### config.mk
export PLATFORM = sky130hd
export DESIGN_NAME = commit_fifo
export DESIGN_NICKNAME = d
export VERILOG_FILES = /design/src/rtl/cpu_pkg.sv /design/src/rtl/commit_fifo.sv
export SDC_FILE = /design/constraint.sdc
export NUM_CORES = 1
export LEC_CHECK = 0
export CAP_MARGIN = 20
export CELL_PAD_IN_SITES_DETAIL_PLACEMENT = 2
export CELL_PAD_IN_SITES_GLOBAL_PLACEMENT = 2
export CORE_MARGIN = 2
export CORE_UTILIZATION = 42
export DETAILED_ROUTE_END_ITERATION = 7
export GPL_ROUTABILITY_DRIVEN = 0
export PLACE_DENSITY = 0.79
export SLEW_MARGIN = 15
export SYNTH_ARGS = -nofsm -noshare
export SYNTH_HDL_FRONTEND = slang
export SYNTH_SLANG_ARGS = --single-unit
export TNS_END_PERCENT = 100
### constraint.sdc
create_clock -name clock -period 9.9 [get_ports clock]
set_input_delay 1.98 -clock clock [delete_from_list [all_inputs] [get_ports clock]]
set_output_delay 1.98 -clock clock [all_outputs]
set_load 0.02 [all_outputs]
### src/rtl/cpu_pkg.sv
// Shared types for the write-back commit checker: the commit record and the
// checker's operating states.
package cpu_pkg;

  typedef struct packed {
    logic [31:0] pc;
    logic [4:0]  num;
    logic [31:0] data;
  } commit_t;

  typedef enum logic [1:0] {
    IDLE = 2'd0,
    RUN  = 2'd1,
    HALT = 2'd2
  } state_e;

endpackage

### src/rtl/commit_fifo.sv
// Synchronous FIFO of commit records; the pointers carry a wrap bit so full
// and empty are distinguishable without a separate occupancy counter.
module commit_fifo
  import cpu_pkg::*;
#(
  parameter int DEPTH = 8
) (
  input  logic    clock,
  input  logic    reset,
  input  logic    push,
  input  logic    pop,
  input  commit_t wdata,
  output commit_t rdata,
  output logic    full,
  output logic    empty
);
  localparam int AW = $clog2(DEPTH);
  localparam logic [AW:0] PTR_ONE = (AW + 1)'(1);

  commit_t     mem_q [DEPTH];
  logic [AW:0] wr_ptr_q, wr_ptr_d;
  logic [AW:0] rd_ptr_q, rd_ptr_d;
  logic        do_push, do_pop;

  assign empty = (wr_ptr_q == rd_ptr_q);
  assign full  = (wr_ptr_q[AW] != rd_ptr_q[AW]) &&
                 (wr_ptr_q[AW-1:0] == rd_ptr_q[AW-1:0]);
  assign rdata = mem_q[rd_ptr_q[AW-1:0]];

  // A push into a full FIFO is taken only when the head leaves in the same cycle.
  assign do_pop  = pop && !empty;
  assign do_push = push && (!full || do_pop);

  always_comb begin
    // NOTE: every always_comb output gets a default first so no latch is inferred.
    wr_ptr_d = wr_ptr_q;
    rd_ptr_d = rd_ptr_q;
    if (do_push) wr_ptr_d = wr_ptr_q + PTR_ONE;
    if (do_pop)  rd_ptr_d = rd_ptr_q + PTR_ONE;
  end

  // NOTE: storage is deliberately not reset; the pointers alone define valid entries.
  always_ff @(posedge clock) begin
    if (do_push) mem_q[wr_ptr_q[AW-1:0]] <= wdata;
  end

  always_ff @(posedge clock or posedge reset) begin
    // NOTE: sequential state uses non-blocking assignments so all flops update together.
    if (reset) begin
      wr_ptr_q <= '0;
      rd_ptr_q <= '0;
    end else begin
      wr_ptr_q <= wr_ptr_d;
      rd_ptr_q <= rd_ptr_d;
    end
  end
endmodule

==> results of run 1 <==
[metal layers]
| layer | vias to the layer above | global-route usage, % | routed length (um) |
|---|---|---|---|
| li1 | 4042 | - | - |
| met1 | 5177 | 25.7 | 21100 |
| met2 | 218 | 34.1 | 26000 |
| met3 | 62 | 3.95 | 2330 |
| met4 | 2 | 4.34 | 803 |
| met5 | - | 0 | 8 |
[path summary, 6_finish.rpt]
kind	startpoint	to	slack [ns]	cells past startpoint
max reg2reg	rd_ptr_q[1]$_DFFE_PP0P_	mem_q[4][21]$_DFFE_PP_	5.49	7
min	wr_ptr_q[3]$_DFFE_PP0P_	wr_ptr_q[3]$_DFFE_PP0P_	0.64	2
max in group asynchronous	reset	rd_ptr_q[1]$_DFFE_PP0P_	7.98	2
max	rd_ptr_q[0]$_DFFE_PP0P_	rdata[22]	3.65	5
min reg2reg	wr_ptr_q[3]$_DFFE_PP0P_	wr_ptr_q[3]$_DFFE_PP0P_	0.64	2
min in group asynchronous	reset	wr_ptr_q[0]$_DFFE_PP0P_	1.64	2
[state kept, by name, indices dropped and copies added (netlist names)]
register / flops
mem_q: 552
rd_ptr_q: 4
wr_ptr_q: 4
[through the flow]
| step | hold slack [ns] | setup slack [ns] | util [%] |
|---|---|---|---|
| floorplan | 0.549 | 0.271 | - |
| global placement | 0.591 | 4.24 | 46.9 |
| detailed placement | 0.614 | 4.17 | 46.9 |
| CTS | 0.644 | 3.50 | 50.5 |
| global route | 0.677 | 3.30 | 50.5 |
| finish | 0.637 | 3.65 | 50.6 |
[area by class of cell]
cell class | instances | area [um2]
Sequential cell | 560 | 16800
Multi-Input combinational cell | 250 | 4250
Timing Repair Buffer | 166 | 1620
Clock inverter | 32 | 277
Antenna cell | 2 | 5.00
Tap cell | 672 | 841
Clock buffer | 72 | 1520
Fill cell | 4322 | 24800
Inverter | 2 | 7.51
[cells in the final DEF (no fill, tap or decap), drive strengths merged]
cell / n
buf: 23
bufinv: 4
clkbuf: 72
clkdlybuf4s50: 143
clkinv: 26
clkinvlp: 1
dfrtp: 8
diode: 2
edfxtp: 552
ha: 2
inv: 3
mux2: 71
mux4: 138
nand2: 4
nand2b: 1
nand3: 1
nand3b: 1
nand4: 2
nor2: 6
nor3: 4
nor4: 2
nor4b: 1
o211ai: 1
o21ai: 1
o311ai: 3
o31ai: 2
or4: 1
xnor2: 8
xor2: 1
[worst max-delay path: stages, from the launching register on]
cell and delay (ns):
dfrtp_4 0.86, buf_4 0.57, buf_4 0.68, mux4_2 0.60
mux2_2 0.29, clkdlybuf4s50_1 0.58
[cells in the mapped netlist, types with 2 or more instances]
| cell | number | share of area [%] |
|---|---|---|
| dfrtp_1 | 8 | 0.94 |
| o311ai_0 | 2 | 0.083 |
| nor2_1 | 6 | 0.11 |
| nand4_1 | 2 | 0.059 |
| nand2_1 | 4 | 0.071 |
| mux4_2 | 138 | 15 |
| ha_1 | 2 | 0.12 |
| o31ai_1 | 2 | 0.071 |
| mux2_2 | 70 | 3.7 |
| buf_6 | 11 | 0.58 |
| xnor2_1 | 8 | 0.33 |
| inv_1 | 2 | 0.035 |
| clkbuf_1 | 16 | 0.28 |
| nor4_1 | 2 | 0.059 |
| edfxtp_1 | 552 | 78 |
| nor3_1 | 4 | 0.094 |
| buf_2 | 17 | 0.40 |
[power by group through the flow]
stage,logic [mW],clock network (mW),registers (mW)
finish,2.62,2.09,3.20
detailed placement,2.66,0,3.25
CTS,2.68,2.15,3.21
floorplan,1.77,0,3.14
global placement,2.60,0,3.21
global route,2.80,2.22,3.24
[kinds of logic (layout without fill, tap and decap cells)]
group | count (synthesis) | in the layout
other cells | 0 | 2
fa+ha+maj | 2 | 2
compound gates | 7 | 7
flops | 560 | 560
simple gates | 23 | 23
buf+inv | 46 | 272
mux | 209 | 209
xor+xnor | 9 | 9
==> flow_metrics.tcl, run 1 <==
set metrics [dict create \
    syn_area_um2 21200 \
    p_int_mw 5.48 \
    dieArea_um2 52400 \
    drc 0 \
    synthAdderAreaFrac_pct 0.118 \
    finalNetCount 1112 \
    finalSetupViolCount 0 \
    combPwrFrac_pct 33.1 \
    placed_cell_area_um2 23500 \
    worst_setup_path_end_kind "output port" \
    ir_drop_mv 0.177 \
    p_seq_share_pct 40.4 \
    cts_made_buffers 57 \
    synth-simple-area-share_pct 0.554 \
    routed_wl_um 50300 \
    outcome "finished, final reports clean" \
    final-hold-violation-count 0 \
    min_period_over_period_pct 63.2 \
    synthToLayoutAreaGrowth_pct 19.2 \
    core_area_um2 50100 \
    rsz0062_at_grt "false" \
    cts_sinks 560 \
    die_h_um 229 \
    drive_gt1_share_pct 30.0 \
    maxCapViolCount 0 \
    firstDrtPassIters 4 \
    synth_edf_count 552 \
    fin_area_um2 25300 \
    yosys.area_share.xor_xnor_pct 0.371 \
    syn_inst 856 \
    grt_max_degree 62 \
    synth-main-ff-cell "edfxtp_1" \
    fin_crit_ns 6.25 \
    syn-mean-instance-area_um2 24.8 \
    power.total_mw 7.91 \
    htreeDepth 2 \
    finalSetupTns_ns 0 \
    swShare_pct 30.8 \
    synthDistinctLibCells 27 \
    vias_per_cell 5.41 \
    die_x_um 229 \
    synthMuxAreaShare_pct 18.4 \
    dp_hpwl_um 27600 \
    wire_per_inst_um 28.6 \
    port_buffers 143 \
    critical_path_class "flip-flop to output port" \
    arrival_ns 4.27 \
    initial_utilization_pct 42.4 \
    clk_pin_slew_ns 0.06 \
    grt_usage_pct 19.6 \
    leakage_nw 7.94 \
    fmax_mhz 160 \
    power_density_nw_per_um2 312 \
    cts_root_buf "clkbuf_16" \
    clk_path_buf_depth 3 \
    final_cells 1756 \
    row_count 82 \
    async_flop_share_pct 1.43 \
    grt_pass1_vias 11000 \
    detail-route-antenna-nets 0 \
    critPathMaxFanout 36 \
    grt_pass1_wl_um 75300 \
    cts_post_setup_buffers_inserted 0 \
    synth_nets 931 \
    pwr-share-clk_pct 26.4 \
    ctsResizeCount 0 \
    switching_power_mw 2.43 \
    cts_tree "done" \
    ys_ff_latch 560 \
    yosys_warnings 0 \
    startpoint_type "flip-flop" \
    grt_antenna_before_repair 3 \
    holdBufCountCts 0 \
    ios 144 \
    skew_ns 0.0219 \
    vias 9501 \
    holdCritPathClass "flip-flop to flip-flop" \
    yosysSeqAreaShare_pct 79.0 \
    slew_headroom_pct 25.0 \
    drt_iter0_drc 595 \
    slew_violations 0 \
    synth_compound_area_share_pct 0.253 \
    cp.required_ns 7.92 \
    grt-ovfl-total 0 \
    clock_latency_ns 0.62 \
    post-place-cells 1649 \
    worst-slew-pin-transition_ns 1.12 \
    synth_top_family_by_area "multiplexers" \
]
Power figures use the tool's default switching activity.
==> inputs of run 2 (changes only) <==
==> constraint.sdc (replaced) <==
create_clock -name clock -period 6.3 [get_ports clock]
set_input_delay 1.26 -clock clock [delete_from_list [all_inputs] [get_ports clock]]
set_output_delay 1.26 -clock clock [all_outputs]
set_load 0.02 [all_outputs]
==> run 2 against run 1 <==
Clock skew down 0.0020 ns. Clock-buffer cell count increased by 6. Wire length rose by 6.0%. Flip-flop and latch count did not move. Total power is 62% higher. Register-to-register slack lost 3.1 ns. Utilization grew 0.37 points.
==> flow_metrics.tcl, run 2 (synthesized netlist as in run 1, its figures left out) <==
set metrics [dict create \
    outcome "finished, final reports clean" \
    fin_crit_ns 4.76 \
    htreeDepth 2 \
    min_period_over_period_pct 75.5 \
    die_x_um 229 \
    cts_root_buf "clkbuf_16" \
    dp_hpwl_um 30400 \
    skew_ns 0.0199 \
    ir_drop_mv 0.270 \
    grt_usage_pct 20.7 \
    ios 144 \
    ctsResizeCount 0 \
    clk_path_buf_depth 3 \
    min_from "wr_ptr_q[3]$_DFFE_PP0P_" \
    vias 9584 \
    critPathMaxStageDelay_ns 0.94 \
    fill_cells 4348 \
    worst-slew-pin-transition_ns 1.08 \
    cp-startpoint "rd_ptr_q[0]$_DFFE_PP0P_" \
    final-seq-area_um2 16800 \
    holdCritPathClass "flip-flop to flip-flop" \
    cts_tree "done" \
    multiInputGateArea_um2 4250 \
    r2r_slack_ns 2.35 \
    core_area_um2 50100 \
    arrival_ns 3.50 \
    initial_utilization_pct 42.4 \
    routed_wl_um 53300 \
    critPathMaxFanout 38 \
    grt_pass1_vias 11200 \
    clk_pin_slew_ns 0.06 \
    critical_path_class "flip-flop to output port" \
    grt_pass1_wl_um 78700 \
    startpoint_type "flip-flop" \
    timing.rr.start "rd_ptr_q[0]$_DFFE_PP0P_" \
    wire_per_inst_um 30.3 \
    row_count 82 \
    setup_ws_ns 1.54 \
    fin_util_pct 50.9 \
    power_density_nw_per_um2 501 \
    rsz0062_at_grt "false" \
    dieArea_um2 52400 \
    hold-worst-slack_ns 0.638 \
    power.total_mw 12.8 \
    grt_max_degree 60 \
    leakage_nw 8.01 \
    drive_gt1_share_pct 30.1 \
    grt-ovfl-total 0 \
    final-hold-violation-count 0 \
    worst_setup_path_end_kind "output port" \
    cts_made_buffers 59 \
    slew_violations 0 \
    fin_area_um2 25500 \
    finalSetupViolCount 0 \
    pre_cts_ws_ns 2.12 \
    final_cells 1761 \
    firstDrtPassIters 4 \
    final_common_cell "edfxtp_1" \
    synthToLayoutAreaGrowth_pct 20.1 \
    final_cell_mix "552 x edfxtp_1, 143 x clkdlybuf4s50_1, 138 x mux4_2" \
    cts_sinks 560 \
    slowest_stage "dfrtp_4" \
    vias_per_cell 5.44 \
    post-place-cells 1650 \
    worstPathCellList "buf_4, mux4_2, mux2_2, clkdlybuf4s50_1" \
    clock_latency_ns 0.61 \
    port_buffers 143 \
    die_h_um 229 \
    detail-route-antenna-nets 0 \
    finalSetupTns_ns 0 \
    grt_antenna_before_repair 3 \
    cp.required_ns 5.04 \
    drt_iter0_drc 632 \
    finalNetCount 1114 \
    largest_reg_flops 552 \
    placed_cell_area_um2 23500 \
    fmax_mhz 210 \
    maxCapViolCount 0 \
    holdBufCountCts 0 \
    drc 0 \
    slew_headroom_pct 27.2 \
    cts_post_setup_buffers_inserted 0 \
]
-- run 2: final cells by class --
type                       count  area share [%]
clock inverter                32            1.44
antenna                        1         0.00981
clock buffer                  78            6.27
multi-input combinational    250            16.7
inverter                       2          0.0294
tap                          672            3.30
timing repair buffer         166            6.44
sequential                   560            65.8
-- run 2: where the power goes --
group	switching, mW	internal (mW)
Combinational	2.05	2.04
Sequential	0.419	4.71
Clock	1.45	2.11
-- run 2: worst max-delay path, delay by kind of cell, from the launching register on --
family / cells / cell delay (ns)
muxes: 2 / 0.88
DFF: 1 / 0.94
buffers and inverters: 2 / 1.06
-- run 2: worst paths after layout --
path,endpoint,cells past startpoint
max reg2reg,mem_q[7][65]$_DFFE_PP_,6
min in group asynchronous,wr_ptr_q[0]$_DFFE_PP0P_,2
min reg2reg,wr_ptr_q[3]$_DFFE_PP0P_,2
max,rdata[13],4
max in group asynchronous,rd_ptr_q[1]$_DFFE_PP0P_,2
min,wr_ptr_q[3]$_DFFE_PP0P_,2
-- run 2: routing by layer --
metal	global-route usage, %	up-vias	share of wire, %
met1	25.9	5249	40
met4	4.91	4	1.8
met3	3.49	73	4.0
met5	0	-	0.054
li1	-	4049	-
met2	37.7	209	54
